File: src/rtl/dff_counter_timer_pkg.sv
// dff_counter_timer_pkg: shared state codes and mode constants for the counter/timer sequencer
package dff_counter_timer_pkg;
    typedef logic [1:0] state_t;
    localparam state_t IDLE = 2'd0;
    localparam state_t LOAD = 2'd1;
    localparam state_t RUN  = 2'd2;
    localparam state_t DONE = 2'd3;
    localparam logic MODE_ONESHOT  = 1'b0;
    localparam logic MODE_PERIODIC = 1'b1;
endpackage

File: src/rtl/dff_up_counter_en.sv
// dff_up_counter_en: up counter built from per-bit toggle D stages with enable and sync clear
module dff_up_counter_en #(
    parameter int WIDTH = 4
) (
    input  logic             clk,
    input  logic             rst,
    input  logic             en,
    input  logic             clr,
    output logic [WIDTH-1:0] q
);
    logic [WIDTH-1:0] w_t;
    logic [WIDTH-1:0] w_d;
    assign w_t[0] = en;
    for (genvar i = 0; i < WIDTH; i++) begin : g_bit
        if (i > 0) begin : g_carry
            assign w_t[i] = w_t[i-1] & q[i-1];
        end
        assign w_d[i] = q[i] ^ w_t[i];
    end
    // bit i toggles when enabled and all lower bits are one; clear wins over counting
    always_ff @(posedge clk or posedge rst)
        if (rst) q <= '0;
        else     q <= clr ? '0 : w_d;
endmodule

File: src/rtl/dff_counter_timer_ctrl.sv
// dff_counter_timer_ctrl: start/stop sequencer with prescaled tick, terminal compare and one-shot/periodic modes
module dff_counter_timer_ctrl
    import dff_counter_timer_pkg::*;
#(
    parameter int WIDTH   = 4,
    parameter int PRESC_W = 4
) (
    input  logic               clk,
    input  logic               rst,
    input  logic               start,
    input  logic               stop,
    input  logic               mode,
    input  logic [WIDTH-1:0]   limit,
    input  logic [PRESC_W-1:0] presc,
    output logic [WIDTH-1:0]   count,
    output logic               busy,
    output logic               tc_pulse,
    output logic               done
);
    state_t               r_state;
    state_t               w_next;
    logic                 r_mode_q;
    logic [WIDTH-1:0]     r_limit_q;
    logic [PRESC_W-1:0]   r_presc_q;
    logic [PRESC_W-1:0]   r_pre;
    logic                 r_tc;
    logic                 w_run;
    logic                 w_tick;
    logic                 w_term;
    logic                 w_go;
    logic                 w_accept;
    logic                 w_en;
    logic                 w_clr;

    assign w_run    = r_state == RUN;
    assign w_tick   = w_run & (r_pre == r_presc_q);
    assign w_term   = count == r_limit_q;
    // stop suppresses any tick landing on the same edge
    assign w_go     = w_tick & ~stop;
    assign w_accept = (r_state == IDLE) & start & ~stop;
    assign w_en     = w_go & ~w_term;
    assign w_clr    = ((r_state == LOAD) & ~stop) | (w_go & w_term & (r_mode_q == MODE_PERIODIC));
    assign busy     = (r_state == LOAD) | w_run;
    assign done     = r_state == DONE;
    assign tc_pulse = r_tc;

    dff_up_counter_en #(.WIDTH(WIDTH)) u_cnt (
        .clk (clk),
        .rst (rst),
        .en  (w_en),
        .clr (w_clr),
        .q   (count)
    );

    // next-state selection; one-shot leaves RUN on its terminal tick
    always_comb begin
        w_next = r_state;
        case (r_state)
            IDLE:    w_next = w_accept ? LOAD : IDLE;
            LOAD:    w_next = stop ? IDLE : RUN;
            RUN:     w_next = stop ? IDLE : (w_go & w_term & (r_mode_q == MODE_ONESHOT)) ? DONE : RUN;
            default: w_next = IDLE;
        endcase
    end

    // state register
    always_ff @(posedge clk or posedge rst)
        if (rst) r_state <= IDLE;
        else     r_state <= w_next;

    // run parameters are frozen at the accepted start
    always_ff @(posedge clk or posedge rst)
        if (rst) begin
            r_mode_q  <= MODE_ONESHOT;
            r_limit_q <= '0;
            r_presc_q <= '0;
        end else if (w_accept) begin
            r_mode_q  <= mode;
            r_limit_q <= limit;
            r_presc_q <= presc;
        end

    // prescaler: cleared in LOAD, counts in RUN, wraps on tick, holds on stop
    always_ff @(posedge clk or posedge rst)
        if (rst)                    r_pre <= '0;
        else if (r_state == LOAD)   r_pre <= '0;
        else if (w_run & ~stop)     r_pre <= w_tick ? '0 : r_pre + PRESC_W'(1);

    // terminal pulse appears the cycle after the terminal tick
    always_ff @(posedge clk or posedge rst)
        if (rst) r_tc <= 1'b0;
        else     r_tc <= w_go & w_term;
endmodule

File: config.mk
export PLATFORM = sky130hd
export DESIGN_NAME = dff_counter_timer_ctrl
export DESIGN_NICKNAME = d
export VERILOG_FILES = /design/src/rtl/dff_counter_timer_pkg.sv /design/src/rtl/dff_up_counter_en.sv /design/src/rtl/dff_counter_timer_ctrl.sv
export SDC_FILE = /design/constraint.sdc
export NUM_CORES = 1
export LEC_CHECK = 0
export BUFFER_PORTS_ARGS = -buffer_cell sky130_fd_sc_hd__buf_4
export CAP_MARGIN = 25
export CORE_MARGIN = 5
export CORE_UTILIZATION = 35
export DETAILED_ROUTE_END_ITERATION = 7
export GPL_ROUTABILITY_DRIVEN = 1
export PLACE_DENSITY = 0.63
export SYNTH_ARGS = -nofsm -noshare
export SYNTH_HDL_FRONTEND = slang
export SYNTH_SLANG_ARGS = --single-unit
File: constraint.sdc
create_clock -name clk -period 3 [get_ports clk]
set_input_delay 0.3 -clock clk [delete_from_list [all_inputs] [get_ports clk]]
set_output_delay 0.3 -clock clk [all_outputs]
set_load 0.05 [all_outputs]
==> results of run 1 <==
==> critical path, delay by kind of cell (launching register included) <==
kind	cells	cell delay, ps
adders and majority gates	4	680
buffers and inverters	1	90
and+or+nand+nor	5	740
DFF	1	420
xor gates and xnor gates	1	150
==> how the worst max path moves through the flow <==
stage | end | cells past startpoint
floorplan | u_cnt.q[3]$_DFF_PP0_ | 9
global placement | u_cnt.q[3]$_DFF_PP0_ | 11
detailed placement | u_cnt.q[3]$_DFF_PP0_ | 11
CTS | u_cnt.q[3]$_DFF_PP0_ | 11
global route | u_cnt.q[3]$_DFF_PP0_ | 11
finish | u_cnt.q[3]$_DFF_PP0_ | 11
==> stage by stage <==
stage / util / power [uW] / setup slack (ps)
final: 0.422 / 638 / 861
after floorplan: - / 475 / 996
after global routing: 0.422 / 676 / 704
after detailed placement: 0.414 / 523 / 895
after CTS: 0.422 / 645 / 860
after global placement: 0.414 / 518 / 950
==> state kept, by name (all words and copies together), names as in the netlist <==
register and flops:
r_limit_q 4, r_pre 4, r_presc_q 4, u_cnt.q 4, r_state 2, r_mode_q 1, tc_pulse 1
==> where the power goes <==
| part | switching [uW] | internal (uW) | total (uW) | leakage [uW] |
|---|---|---|---|---|
| clock | 74.9 | 46.6 | 122 | 0.0000138 |
| sequential | 33.1 | 308 | 341 | 0.000257 |
| combinational | 93.8 | 81.3 | 175 | 0.000324 |
==> placed cells by master, fill, tap and decap left out, types with 2 or more instances in the layout <==
master / n
nand2b_1: 3
nor3_2: 2
nand2_1: 9
ha_1: 8
buf_4: 19
nor3_1: 3
a21oi_1: 3
inv_1: 4
xnor2_1: 8
dfrtp_1: 20
mux2_2: 9
clkbuf_4: 3
nor2_1: 5
o211ai_1: 2
==> area by class of cell <==
| class | instances | area, sq um | area share |
|---|---|---|---|
| Sequential cell | 20 | 500 | 0.398 |
| Inverter | 4 | 15.0 | 0.0120 |
| Clock buffer | 3 | 22.5 | 0.0179 |
| Tap cell | 33 | 41.3 | 0.0329 |
| Multi-Input combinational cell | 67 | 534 | 0.425 |
| Timing Repair Buffer | 19 | 143 | 0.114 |
==> metal layers <==
layer / share of wire / vias up
met1: 0.50 / 333
met5: 0 / -
met4: 0.011 / 0
met3: 0.048 / 2
li1: - / 360
met2: 0.44 / 13
==> cells by family after synthesis <==
group           after synthesis  synth area share
simple gates                 34             0.197
mux                           9            0.0956
flops                        20             0.472
compound gates                7            0.0425
buf+inv                       6            0.0236
fa+ha+maj                     8            0.0945
xor+xnor                      9            0.0744
==> results by group, run 1 <==
CTS
  – Clock Latency Late Sink: 290 ps
  – Clk buf depth: 2
  – CTS resizes: 0
  – Cts hold-fix bufs: 0
  – CTS Buf Count: 3
  – Clock sinks: 20
  – CTS root buf: clkbuf_4
  – CTS tree: built
  – Post-CTS Setup Bufs: 0
  – H-tree levels: 1
  – CTS clk-pin slew, worst paths: 110 ps

Setup path
  – Slowest CP cell: dfrtp_1
  – CP most frequent cell: ha_1
  – Worst EP arrival: 2370 ps
  – R2R setup slack: 860 ps
  – FF-to-FF Start: r_state[0]$_DFF_PP0_
  – Reg-to-Reg End: u_cnt.q[3]$_DFF_PP0_
  – Crit. Startpoint: r_state[0]$_DFF_PP0_
  – Critical path required time: 3230 ps
  – Crit path kind: reg -> reg
  – Crit-path max cell delay: 420 ps
  – Worst setup SP type: flip-flop
  – Critical Path, Cell by Cell: inv_1 > ha_1 > nand2_1 > or2_4 > nor3_2 > ha_1 > ha_1 > ha_1 > xor2_1 > nand2_1 > nor2_1
  – Crit end category: flip-flop
  – Critical path peak fanout: 5
  – R2R depth: 11

Timing
  – Worst Tran Pin Value: 735 ps
  – Worst Skew: 5.50 ps
  – Fmax: 467 MHz
  – Hold WS: 131 ps
  – Setup total negative slack: 0 ps
  – RSZ-0062 raised after global routing: no
  – Final period utilization: 0.713
  – Max-slew violation count: 0
  – Final setup fails: 0
  – Tmin final: 2140 ps
  – Worst slew margin: 0.509
  – Fin. Hold Viols: 0

Logic synthesis
  – Synth Warn #: 0
  – Syn Nets: 114
  – Register area share after synthesis: 0.472
  – Commonest cells in the netlist: 20 x dfrtp_1, 9 x mux2_2, 9 x nand2_1
  – Most frequent cell after synthesis: dfrtp_1
  – Post-Syn Area: 1060 sq um
  – Cell taking the most area after synthesis: dfrtp_1
  – Post-synth ARST share: 1.00
  – Synth top area cells: dfrtp_1 47%, mux2_2 9.6%, ha_1 9.4%
  – Top-area cell type share of the netlist area: 0.472
  – Most used DFF post-synth: dfrtp_1
  – Cells after Synth: 93
  – Syn_area_per_cell: 11.4 sq um
  – Post-synth cell types: 28
  – Synthesis-stage register bit count: 20
  – EDFF count, synth: 0

Pwr
  – Power per Cell Area: 508 nW/um^2
  – Max IR drop VDD: 0.304 mV
  – Leakage: 0.000595 uW

Min path
  – HP Class: in -> async

GRT
  – GRT Overall Usage: 0.0972
  – GR peak layer: met2
  – Met1 Use GR: 0.133
  – Largest net degree at the start of global routing: 21
  – Initial antenna violation count: 0
  – First-pass GRT wire length: 3250 um
  – GR Util met2: 0.149
  – Total gr overflow: 0
  – M3 GR Usage: 0.0208
  – Number of global-route vias before repair: 703

Layout
  – Nets: 136
  – Layout cells sized above 1: 0.336
  – Layout Cell Area excl Fill: 1260 sq um
  – Filler instances: 285
  – N_diodes: 0
  – Final cell count without fillers: 146
  – Layout area overhead: 18.5%

Detailed routing
  – Initial DRC count: 18
  – Via density: 4.85
  – Routed length per instance: 12.7 um
  – Antenna-violating nets left: 0
  – DRC Markers: 0
  – Detailed Route WL: 1850 um
  – DR vias: 708
  – First-pass iteration count of the detailed router: 4

Floorplan
  – Starting density of the core: 0.356
  – Die Wd: 65.0 um
  – Total die area: 4230 sq um
  – CORE AREA: 2980 sq um
  – Die height: 65.0 um
  – # rows: 20
  – Num ports: 20

Placement
  – Placed cell areas: 1230 sq um
  – Placed cells: 143
  – GP Congestion: 0.831
  – Port bufs: 19
  – HPWL Detailed: 1450 um

Outcome
  – Outcome: finished clean

Job
  – Max-cap viol count: 0
Note: power is estimated with default switching activity, not from simulation.
==> inputs of run 2 (changes only) <==
--- a/config.mk
+++ b/config.mk
@@ -11,7 +11,7 @@
 export CORE_UTILIZATION = 35
 export DETAILED_ROUTE_END_ITERATION = 7
 export GPL_ROUTABILITY_DRIVEN = 1
-export PLACE_DENSITY = 0.63
+export PLACE_DENSITY = 0.65
 export SYNTH_ARGS = -nofsm -noshare
 export SYNTH_HDL_FRONTEND = slang
 export SYNTH_SLANG_ARGS = --single-unit
==> constraint.sdc (replaced) <==
create_clock -name clk -period 1.8 [get_ports clk]
set_input_delay 0.18 -clock clk [delete_from_list [all_inputs] [get_ports clk]]
set_output_delay 0.18 -clock clk [all_outputs]
set_load 0.05 [all_outputs]
==> run 2 against run 1 <==
  * Register-to-register slack lost 910 ps
  * Critical path depth shrank 1
  * Cell area grew 19%
  * First-iteration DRC count grew 11%
  * Worst hold slack lost 29 ps
  * Largest cell class unchanged
  * Highest routed layer unchanged
  * Critical endpoint unchanged
  * Maximum frequency grew 16%
  * The flow now finishes with violations (negative setup slack)
==> results by group, run 2 (synthesis results as in run 1) <==
GRT
  – Largest net degree at the start of global routing: 12
  – GRT Overall Usage: 0.127
  – Total gr overflow: 0
  – First-pass GRT wire length: 4240 um
  – Number of global-route vias before repair: 890
  – Initial antenna violation count: 0

Timing
  – Final setup fails: 1
  – Fin. Hold Viols: 0
  – Max-slew violation count: 0
  – Worst slew margin: 0.716
  – Worst Tran Pin Value: 426 ps
  – Hold WS: 102 ps
  – RSZ-0062 raised after global routing: yes
  – Tmin final: 1840 ps
  – Final setup margin: -44.9 ps
  – Final period utilization: 1.02
  – Fmax: 542 MHz
  – Worst Skew: 5.39 ps

Layout
  – N_diodes: 0
  – Layout area overhead: 41.3%
  – Commonest non-fill, non-tap cell in the layout: buf_4
  – Layout cells sized above 1: 0.530
  – Final cell count without fillers: 167
  – Nets: 156
  – Most frequent cells in the layout: 38 x buf_4, 16 x dfrtp_1, 9 x mux2_2

Outcome
  – Failing checks: negative setup slack
  – Outcome: finished with violations

Setup path
  – Crit path kind: reg -> reg
  – Worst EP arrival: 2080 ps
  – Critical path peak fanout: 2
  – Critical path required time: 2040 ps
  – Crit end category: flip-flop
  – Worst setup SP type: flip-flop

Min path
  – HP Class: in -> reg

Detailed routing
  – First-pass iteration count of the detailed router: 4
  – Initial DRC count: 20
  – DRC Markers: 0
  – Met2 WL: 1220 um
  – Met3 Wirelength: 83 um
  – DR vias: 828
  – Max layer used: met4
  – M1 wire length: 976 um
  – Antenna-violating nets left: 0
  – Routed length per instance: 13.7 um
  – Detailed Route WL: 2290 um
  – Via density: 4.96

CTS
  – CTS root buf: clkbuf_4
  – CTS clk-pin slew, worst paths: 120 ps
  – Clk buf depth: 2
  – Clock Latency Late Sink: 300 ps
  – CTS tree: built
  – Clock sinks: 20
  – H-tree levels: 1
  – CTS Buf Count: 3

Floorplan
  – Starting density of the core: 0.356
  – # rows: 20
  – Die height: 65.0 um
  – Total die area: 4230 sq um
  – Die Wd: 65.0 um
  – CORE AREA: 2980 sq um
  – Num ports: 20

Placement
  – Port bufs: 19
  – Placed cells: 158
  – GP Congestion: 0.762
  – HPWL Detailed: 1850 um

Pwr
  – Power per Cell Area: 805 nW/um^2
  – Max IR drop VDD: 0.406 mV
  – Leakage: 0.000704 uW

Job
  – Max-cap viol count: 0
==> run 2: cell types whose count changed in the layout (fill, tap and decap cells not counted), sizes merged <==
cell / before / now
buf: 19 / 38
clkbuf: 3 / 4
dlygate4sd3: 0 / 1
==> run 2: cell type report <==
| class | instances | area [sq um] |
|---|---|---|
| fill | 270 | 1480 |
| multi-input combinational | 67 | 604 |
| sequential | 20 | 505 |
| timing repair buffer | 39 | 295 |
| tap | 33 | 41.3 |
| clock buffer | 4 | 36.3 |
| inverter | 4 | 15.0 |
==> run 2: critical path, stage by stage (launching register included) <==
cell and delay (ps):
dfrtp_1 430, xnor2_2 210, nand2_4 70, or2_4 260, nor3_4 110, ha_2 200
ha_4 130, ha_4 110, xor2_1 120, nand2_1 60, nor2_1 70
==> run 2: per-stage QoR <==
stage                     utilization  total power (uW)  TNS, ps  area, sq um  worst slack, ps
after floorplan                     -               809    -57.9         1120            -53.8
after global placement          0.472               918    -18.8         1410            -18.8
after detailed placement        0.472               934    -67.5         1410            -62.6
after CTS                       0.490              1200    -96.7         1460            -80.6
after global routing            0.503              1290     -316         1500             -223
final                           0.503              1210    -44.9         1500            -44.9
==> run 2: routing by layer <==
| layer | vias to the layer above | GRT usage |
|---|---|---|
| met2 | 17 | 0.217 |
| met5 | - | 0 |
| met3 | 2 | 0.0277 |
| met1 | 407 | 0.164 |
| met4 | 0 | 0.0311 |
| li1 | 402 | - |
==> run 2: power by group <==
group          total, uW  internal, uW  leakage, uW  switching, uW
clock                263           123    0.0000210            139
sequential           569           515     0.000250           53.6
combinational        375           188     0.000433            187
total               1210           827     0.000704            380
==> run 2: final timing paths <==
check,endpoint,slack (ps),cells past startpoint,startpoint
max reg2reg,u_cnt.q[3]$_DFF_PP0_,-40,10,r_pre[3]$_DFFE_PP0P_
min reg2reg,r_presc_q[0]$_DFFE_PP0P_,540,1,r_presc_q[0]$_DFFE_PP0P_
max in group asynchronous,r_pre[1]$_DFFE_PP0P_,870,4,rst
min in group asynchronous,tc_pulse$_DFF_PP0_,420,3,rst
min,tc_pulse$_DFF_PP0_,100,2,stop
max,u_cnt.q[3]$_DFF_PP0_,-40,10,r_pre[3]$_DFFE_PP0P_
==> run 2: repair_timing <==
| item | in CTS | in global routing |
|---|---|---|
| hold buffers | 1 | 0 |
| setup buffers | 0 | 4 |
| pin swaps | 3 | 7 |
| hold endpoints to repair | 10 | 0 |
| endpoints found under the setup margin | 2 | 2 |
| resized for setup | 2 | 2 |
==> inputs of run 3 (changes only) <==
--- a/config.mk
+++ b/config.mk
@@ -5,6 +5,7 @@
 export SDC_FILE = /design/constraint.sdc
 export NUM_CORES = 1
 export LEC_CHECK = 0
+export ABC_CLOCK_PERIOD_IN_PS = 1800
 export BUFFER_PORTS_ARGS = -buffer_cell sky130_fd_sc_hd__buf_4
 export CAP_MARGIN = 25
 export CORE_MARGIN = 5
@@ -12,6 +13,7 @@
 export DETAILED_ROUTE_END_ITERATION = 7
 export GPL_ROUTABILITY_DRIVEN = 1
 export PLACE_DENSITY = 0.65
+export RECOVER_POWER = 50
 export SYNTH_ARGS = -nofsm -noshare
 export SYNTH_HDL_FRONTEND = slang
 export SYNTH_SLANG_ARGS = --single-unit
==> constraint.sdc (replaced) <==
create_clock -name clk -period 1.8 [get_ports clk]
set_input_delay 0.09 -clock clk [delete_from_list [all_inputs] [get_ports clk]]
set_output_delay 0.09 -clock clk [all_outputs]
set_load 0.05 [all_outputs]
==> run 3 against run 2 <==
  * The flow still finishes with violations (negative setup slack)
  * Clock power up 2%
  * Register-to-register slack about the same
  * Die area unchanged
  * Cell area up 3.3%
  * Clock-buffer cell count unchanged
  * Utilization up 1.6 points
  * Combinational power up 3%
  * Global-route usage down 0.92 points
  * Sequential power about the same
  * Critical path depth unchanged
  * Maximum frequency up 0.19%
  * Routed wire length down 1.4%
  * Largest power group unchanged
==> results by group, run 3 (synthesis results as in run 1) <==
CTS
  – Clk buf depth: 2
  – H-tree levels: 1
  – CTS clk-pin slew, worst paths: 120 ps
  – CTS Buf Count: 3
  – CTS tree: built
  – Clock sinks: 20
  – Clock Latency Late Sink: 300 ps
  – CTS root buf: clkbuf_4

Layout
  – Nets: 160
  – Layout cells sized above 1: 0.486
  – Filler instances: 262
  – Most frequent cells in the layout: 32 x buf_4, 16 x dfrtp_1, 9 x mux2_2
  – Layout Cell Area excl Fill: 1550 sq um
  – Commonest non-fill, non-tap cell in the layout: buf_4
  – Core Util, Final: 0.519
  – Layout area overhead: 45.9%
  – N_diodes: 0

Job
  – Max-cap viol count: 0

Setup path
  – R2R setup slack: -40 ps
  – Critical path peak fanout: 2
  – R2R depth: 10
  – Worst setup SP type: flip-flop
  – Crit path kind: reg -> reg
  – Crit. Startpoint: r_pre[3]$_DFFE_PP0P_
  – Crit end category: flip-flop
  – FF-to-FF Start: r_pre[3]$_DFFE_PP0P_
  – Reg-to-Reg End: u_cnt.q[3]$_DFF_PP0_
  – Critical path required time: 2040 ps
  – Worst EP arrival: 2080 ps
  – Critical path destination: u_cnt.q[3]$_DFF_PP0_

GRT
  – Total gr overflow: 0
  – First-pass GRT wire length: 3910 um
  – Largest net degree at the start of global routing: 21
  – Number of global-route vias before repair: 881
  – GRT Overall Usage: 0.118
  – Initial antenna violation count: 0

Placement
  – Placed cell areas: 1400 sq um
  – Port bufs: 19
  – GP Congestion: 0.769
  – HPWL Detailed: 1730 um
  – Place WS: -48.6 ps

Floorplan
  – Die height: 65.0 um
  – Total die area: 4230 sq um
  – Starting density of the core: 0.356
  – CORE AREA: 2980 sq um
  – # rows: 20
  – Die Wd: 65.0 um
  – Num ports: 20

Timing
  – Setup total negative slack: -41.4 ps
  – Worst Skew: 3.34 ps
  – Final period utilization: 1.02
  – Fin. Hold Viols: 0
  – Final setup margin: -41.4 ps
  – RSZ-0062 raised after global routing: yes
  – Tmin final: 1840 ps
  – Worst slew margin: 0.482
  – Fmax: 543 MHz
  – Worst Tran Pin Value: 776 ps
  – Final setup fails: 1
  – Max-slew violation count: 0

Detailed routing
  – Detailed Route WL: 2260 um
  – First-pass iteration count of the detailed router: 4
  – Antenna-violating nets left: 0
  – Routed length per instance: 13.2 um
  – DR vias: 828
  – Via density: 4.84
  – Initial DRC count: 20
  – DRC Markers: 0

Outcome
  – Failing checks: negative setup slack
  – Outcome: finished with violations

Pwr
  – Leakage: 0.000714 uW
  – Tot Pwr: 1220 uW
  – Max IR drop VDD: 0.404 mV
  – Power per Cell Area: 790 nW/um^2

Min path
  – HP Class: in -> reg
run 3: area by class of cell:
class                      count  area [sq um]  area share
tap                           33          41.3      0.0267
clock buffer                   4          36.3      0.0235
sequential                    20           505       0.327
timing repair buffer          43           335       0.217
multi-input combinational     67           613       0.396
inverter                       4          15.0     0.00971
run 3: routing by layer:
layer	share of wire	routed length, um	vias to the layer above	global-route usage
li1	-	-	413	-
met1	0.46	1030	402	0.144
met2	0.51	1150	13	0.203
met3	0.036	81	0	0.0312
met4	0	0	0	0.0363
met5	0	0	-	0
run 3: power breakdown:
part / switching [uW] / leakage (uW) / internal (uW)
logic: 190 / 0.000443 / 196
registers: 54.1 / 0.000250 / 515
clock network: 144 / 0.0000210 / 123
run 3: critical path, stage by stage, from the launching register on:
cell and delay (ps):
dfrtp_1 430, xnor2_2 210, nand2_4 60, or2_4 260
nor3_4 110, ha_2 200, ha_4 130, ha_4 110
xor2_1 120, nand2_1 60, nor2_1 90
run 3: how the worst min path moves through the flow:
stage                                     endpoint  depth (start not counted)  slack [ps]     start
after floorplan           r_limit_q[0]$_DFFE_PP0P_                          1          50       rst
after global placement    r_presc_q[0]$_DFFE_PP0P_                          2         280       rst
after detailed placement  r_presc_q[1]$_DFFE_PP0P_                          2         300       rst
after CTS                 r_presc_q[2]$_DFFE_PP0P_                          2         0.9  presc[2]
after global routing      r_limit_q[2]$_DFFE_PP0P_                          2           3  limit[2]
final                     r_presc_q[2]$_DFFE_PP0P_                          2          10  presc[2]
run 3: what timing repair did:
item                       in CTS  in global routing
pin swaps                       0                  6
resized for setup               1                  5
setup endpoints to repair       2                  2
hold buffers                    6                  2
hold endpoints to repair       25                  2
buffers inserted                0                  2
run 3: through the flow:
step	hold WS, ps	cells
2_1_floorplan	53.6	93
4_1_cts	0.937	167
5_1_grt	2.86	171
3_3_place_gp	282	157
6_report	11.6	171
3_5_place_dp	295	157
